--- src/rtl/pc_unit.sv ---
// pc_unit: next-PC select, fetch handshake and misaligned-target trap.
// Ports:
//   clk, rst             clock, synchronous active-high reset
//   take_branch          branch comparator result
//   is_jal, is_jalr      jump decode
//   imm, rs1_data        target operands
//   stall, imem_ready    advance qualifiers
//   pc, pc_plus4         fetch address and link value
//   fetch_valid, trap    handshake valid, one-cycle trap pulse
//   trap_pc              PC of the faulting instruction
//   taken_count          retired redirect counter
module pc_unit #(
  parameter logic [31:0] RESET_VECTOR = 32'h0000_0000,
  parameter logic [31:0] TRAP_VECTOR  = 32'h0000_0100
) (
  input  logic        clk,
  input  logic        rst,
  input  logic        take_branch,
  input  logic        is_jal,
  input  logic        is_jalr,
  input  logic [31:0] imm,
  input  logic [31:0] rs1_data,
  input  logic        stall,
  input  logic        imem_ready,
  output logic [31:0] pc,
  output logic [31:0] pc_plus4,
  output logic        fetch_valid,
  output logic        trap,
  output logic [31:0] trap_pc,
  output logic [31:0] taken_count
);

  typedef enum logic [1:0] {
    BOOT,
    RUN,
    TRAP
  } state_t;

  state_t      state;
  state_t      state_nx;
  logic        advance;
  logic        redirect;
  logic        misalign;
  logic [31:0] target;
  logic [31:0] jalr_sum;

  assign pc_plus4    = pc + 32'd4;
  assign fetch_valid = (state == RUN);
  assign trap        = (state == TRAP);

  assign advance  = imem_ready & ~stall;
  assign redirect = is_jalr | is_jal | take_branch;
  assign jalr_sum = rs1_data + imm;

  always_comb begin
    target = pc_plus4;
    if (is_jalr)
      target = {jalr_sum[31:1], 1'b0};
    else if (is_jal || take_branch)
      target = pc + imm;
  end

  // jalr target bit 0 is already cleared, so
  // only bit 1 can fault on that path.
  assign misalign = redirect & (|target[1:0]);

  always_comb begin
    state_nx = state;
    unique case (state)
      BOOT:    state_nx = RUN;
      RUN:     if (advance && misalign)
                 state_nx = TRAP;
      TRAP:    state_nx = RUN;
      default: state_nx = BOOT;
    endcase
  end

  always_ff @(posedge clk) begin
    if (rst) begin
      state       <= BOOT;
      pc          <= RESET_VECTOR;
      trap_pc     <= 32'h0;
      taken_count <= 32'h0;
    end else begin
      state <= state_nx;
      if (state == TRAP) begin
        pc <= TRAP_VECTOR;
      end else if (state == RUN && advance) begin
        if (misalign) begin
          trap_pc <= pc;
        end else begin
          pc <= target;
          if (redirect)
            taken_count <= taken_count + 32'd1;
        end
      end
    end
  end

endmodule

--- config.mk ---
export PLATFORM = sky130hd
export DESIGN_NAME = pc_unit
export DESIGN_NICKNAME = d
export VERILOG_FILES = /design/src/rtl/pc_unit.sv
export SDC_FILE = /design/constraint.sdc
export NUM_CORES = 1
export LEC_CHECK = 0
export ABC_CLOCK_PERIOD_IN_PS = 3800
export BUFFER_PORTS_ARGS = -buffer_cell sky130_fd_sc_hd__buf_2
export CAP_MARGIN = 20
export CORE_MARGIN = 5
export CORE_UTILIZATION = 55
export DETAILED_ROUTE_END_ITERATION = 12
export GPL_TIMING_DRIVEN = 0
export PLACE_DENSITY = 0.82
export SLEW_MARGIN = 25
export SYNTH_ARGS = -nofsm -noshare
export SYNTH_HDL_FRONTEND = slang
export SYNTH_SLANG_ARGS = --single-unit
--- constraint.sdc ---
create_clock -name clk -period 3.8 [get_ports clk]
set_input_delay 0.38 -clock clk [delete_from_list [all_inputs] [get_ports clk]]
set_output_delay 0.38 -clock clk [all_outputs]
set_load 0.02 [all_outputs]
==> flow_metrics.py <==
metrics = {
    "setup_path": {
        "slowest_stage": "a21oi_1",
        "worstPathRequired_ns": 4.03,
        "cp.arrival_ns": 3.57,
        "path_cells": "ha_1 > inv_1 > fa_1 > nor2b_1 > o311ai_1 > a21oi_1 > o21ai_0 > o21ai_0 > a31oi_1 > xor2_1 > o21ai_0 > a32o_1",
        "endpoint_kind": "register",
        "cp_top_family": "compound AO/OA/AOI/OAI gates",
        "critPathKind": "register to register",
        "critPathBufInv": 1,
        "crit_top_cell": "o21ai_0",
        "slowest_delay_ns": 0.44,
        "cp_max_fo": 5,
        "cp-start-kind": "register",
    },
    "grt": {
        "grt_max_degree": 17,
        "antenna_found_initial": 0,
        "grt_pass1_vias": 8411,
        "grt_remaining_overflow": 0,
        "grt_usage_pct": 30.07,
        "grt_pass1_wl_um": 43510,
    },
    "yosys": {
        "synth-edff-count": 0,
        "synth_top_family_by_area": "compound AO/OA/AOI/OAI gates",
        "synth_area_um2": 8066,
        "ys_ff_latch": 98,
        "synth_adder_area_share_pct": 10.27,
        "synth_xor_area_share_pct": 11.07,
        "synth_mux_area_share_pct": 0.6204,
        "synth_cells": 1082,
        "syn_avg_cell_area_um2": 7.455,
        "yosys.area_share.simple_pct": 23.39,
        "synth_most_common_cell": "nand2_1",
        "ys_top_cells_by_count": "146 x nand2_1, 125 x a21oi_1, 98 x dfxtp_1, 92 x nor2_1, 63 x ha_1",
        "synth_cell_type_count": 74,
        "async_flop_share_pct": 0,
        "syn_nets": 1218,
        "yosys.area.top_type": "dfxtp_1",
        "synth_top_area_share_pct": 24.32,
        "yosysWarnings": 0,
        "ys.flop_type": "dfxtp_1",
        "synth_compound_area_share_pct": 26.57,
        "synth.area.top_cells": "dfxtp_1 24%, ha_1 9.8%, a21oi_1 7.8%",
        "seq_area_frac_synth_pct": 24.32,
    },
    "timing": {
        "slew_headroom_pct": 43.94,
        "timing.final.crit_share_pct": 87.87,
        "tns_ns": 0,
        "finalHoldViolCount": 0,
        "rsz0062_at_grt": "false",
        "tightest_slew_ns": 0.8378,
        "fin_ws_ns": 0.4610,
        "max_freq_mhz": 299.5,
        "finalCriticalPeriod_ns": 3.339,
        "setup_viol": 0,
        "skew_ns": 0.007447,
        "slew_viol_final": 0,
    },
    "cells_and_area": {
        "drive_gt1_share_pct": 18.67,
        "areaGrowthSynthToFinish_pct": 18.63,
        "fillCellCount": 1322,
        "diodes": 0,
        "finalNetCount": 1427,
        "fin_cells": 1480,
        "final_util_pct": 66.09,
    },
    "outcome": {
        "status": "finished clean",
    },
    "route": {
        "num_vias": 9124,
        "drtPass1Iterations": 5,
        "remaining_drc_errors": 0,
        "ant_nets": 0,
        "wl_per_cell_um": 18.55,
        "drtIter0Drc": 1025,
        "vias_per_cell": 6.165,
        "drt-total-wl_um": 27450,
    },
    "placement": {
        "dp.cells": 1464,
        "gp_congestion": 0.9794,
        "dp_hpwl_um": 21750,
        "pre_cts_ws_ns": 0.2575,
        "numPortBuffers": 198,
    },
    "cts": {
        "clockRootBuffer": "clkbuf_16",
        "cts.sinks": 98,
        "clock_latency_ns": 0.34,
        "cts_hold_buf": 0,
        "ctsResizeCount": 0,
        "htreeDepth": 3,
        "clockBufferDepth": 2,
        "clkTransAtPathRegs_ns": 0.07,
        "tritoncts": "yes",
        "cts_buffers": 9,
        "cts_setup_buffers": 0,
    },
    "pwr": {
        "p_leak_nw": 4.401,
        "cellPowerDensity_nw_per_um2": 281.6,
        "ir_drop_uv": 193.8,
    },
    "floorplanning": {
        "die_area_um2": 17190,
        "die_w_um": 131.1,
        "core_area_um2": 14480,
        "pin_count": 201,
        "die_y_um": 131.1,
        "initial_utilization_pct": 55.71,
        "fp-row-count": 44,
    },
    "flow_run": {
        "cap_violations": 0,
    },
    "hold_path": {
        "hp-class": "register to register",
    },
}
==> cells in the final DEF (no fill, tap or decap), types with 8 or more instances in the layout <==
cell,synthesis,final
a211oi_1,22,22
a21o_1,27,27
a21oi_1,125,125
a31oi_1,14,14
and2_1,10,10
and3_1,17,17
buf_2,5,203
clkbuf_1,42,43
clkbuf_16,0,9
dfxtp_1,98,98
ha_1,63,63
inv_1,26,26
nand2_1,146,146
nand2b_1,8,8
nand3_1,40,40
nand4_1,24,24
nor2_1,92,92
nor2b_1,9,9
nor3_1,18,18
o21ai_0,59,59
or3_1,10,10
xnor2_1,57,57
xor2_1,45,45
==> worst min-delay path: stages, from the launching register on <==
cell     delay [ns]
dfxtp_1        0.31
nand2_1        0.05
a21oi_1        0.05
==> power by group <==
group	total, W	internal [W]	switching [W]
registers	0.00107	0.00104	0.0000313
clock network	0.000868	0.000466	0.000402
logic	0.000755	0.000282	0.000473
total	0.00269	0.00179	0.000906
==> sequential cells by signal, summed over array words and instances, names as in the netlist <==
signal	cells
taken_count	32
trap_pc	32
pc	32
state	2
==> metal layers <==
metal  up-vias  share of wire (%)  track usage, %
li1       4358                  -               -
met3        59                 10           4.893
met5         -                  0               0
met2       530                 45           49.24
met4         0                3.1           8.718
met1      4177                 41           40.93
==> path summary, 6_finish.rpt <==
| kind | from | endpoint | slack, ns | cells after the start |
|---|---|---|---|---|
| setup reg to reg | pc[0] | pc[22] | 0.46 | 12 |
| hold reg to reg | trap_pc[4] | trap_pc[4] | 0.45 | 2 |
| hold / removal | trap_pc[4] | trap_pc[4] | 0.45 | 2 |
| setup / recovery | pc[0] | pc[22] | 0.46 | 12 |
==> metrics by stage <==
| stage | hold slack [ns] | area [µm²] | power (W) |
|---|---|---|---|
| after floorplan | 0.4223 | 8066 | 0.001601 |
| after global placement | 0.4353 | 9288 | 0.001822 |
| after detailed placement | 0.4453 | 9288 | 0.001827 |
| after CTS | 0.4547 | 9569 | 0.002679 |
| after global routing | 0.4749 | 9569 | 0.002814 |
| final | 0.4534 | 9569 | 0.002695 |
==> final cells by class <==
| type | count | area [µm²] | share of cell area (%) |
|---|---|---|---|
| Multi-Input combinational cell | 907 | 5802 | 60.63 |
| Sequential cell | 98 | 1962 | 20.50 |
| Timing Repair Buffer | 198 | 991.0 | 10.36 |
| Clock buffer | 11 | 242.7 | 2.537 |
| Tap cell | 184 | 230.2 | 2.406 |
| Buffer | 51 | 205.2 | 2.144 |
| Inverter | 26 | 97.59 | 1.020 |
| Clock inverter | 5 | 38.79 | 0.4053 |
==> cell families after synthesis <==
kind of cell | after synthesis
buffers and inverters | 77
muxes | 5
DFF | 98
AOI/OAI and AO/OA | 335
and+or+nand+nor | 400
xor gates and xnor gates | 102
adders and majority gates | 65
Power figures use the tool's default switching activity.
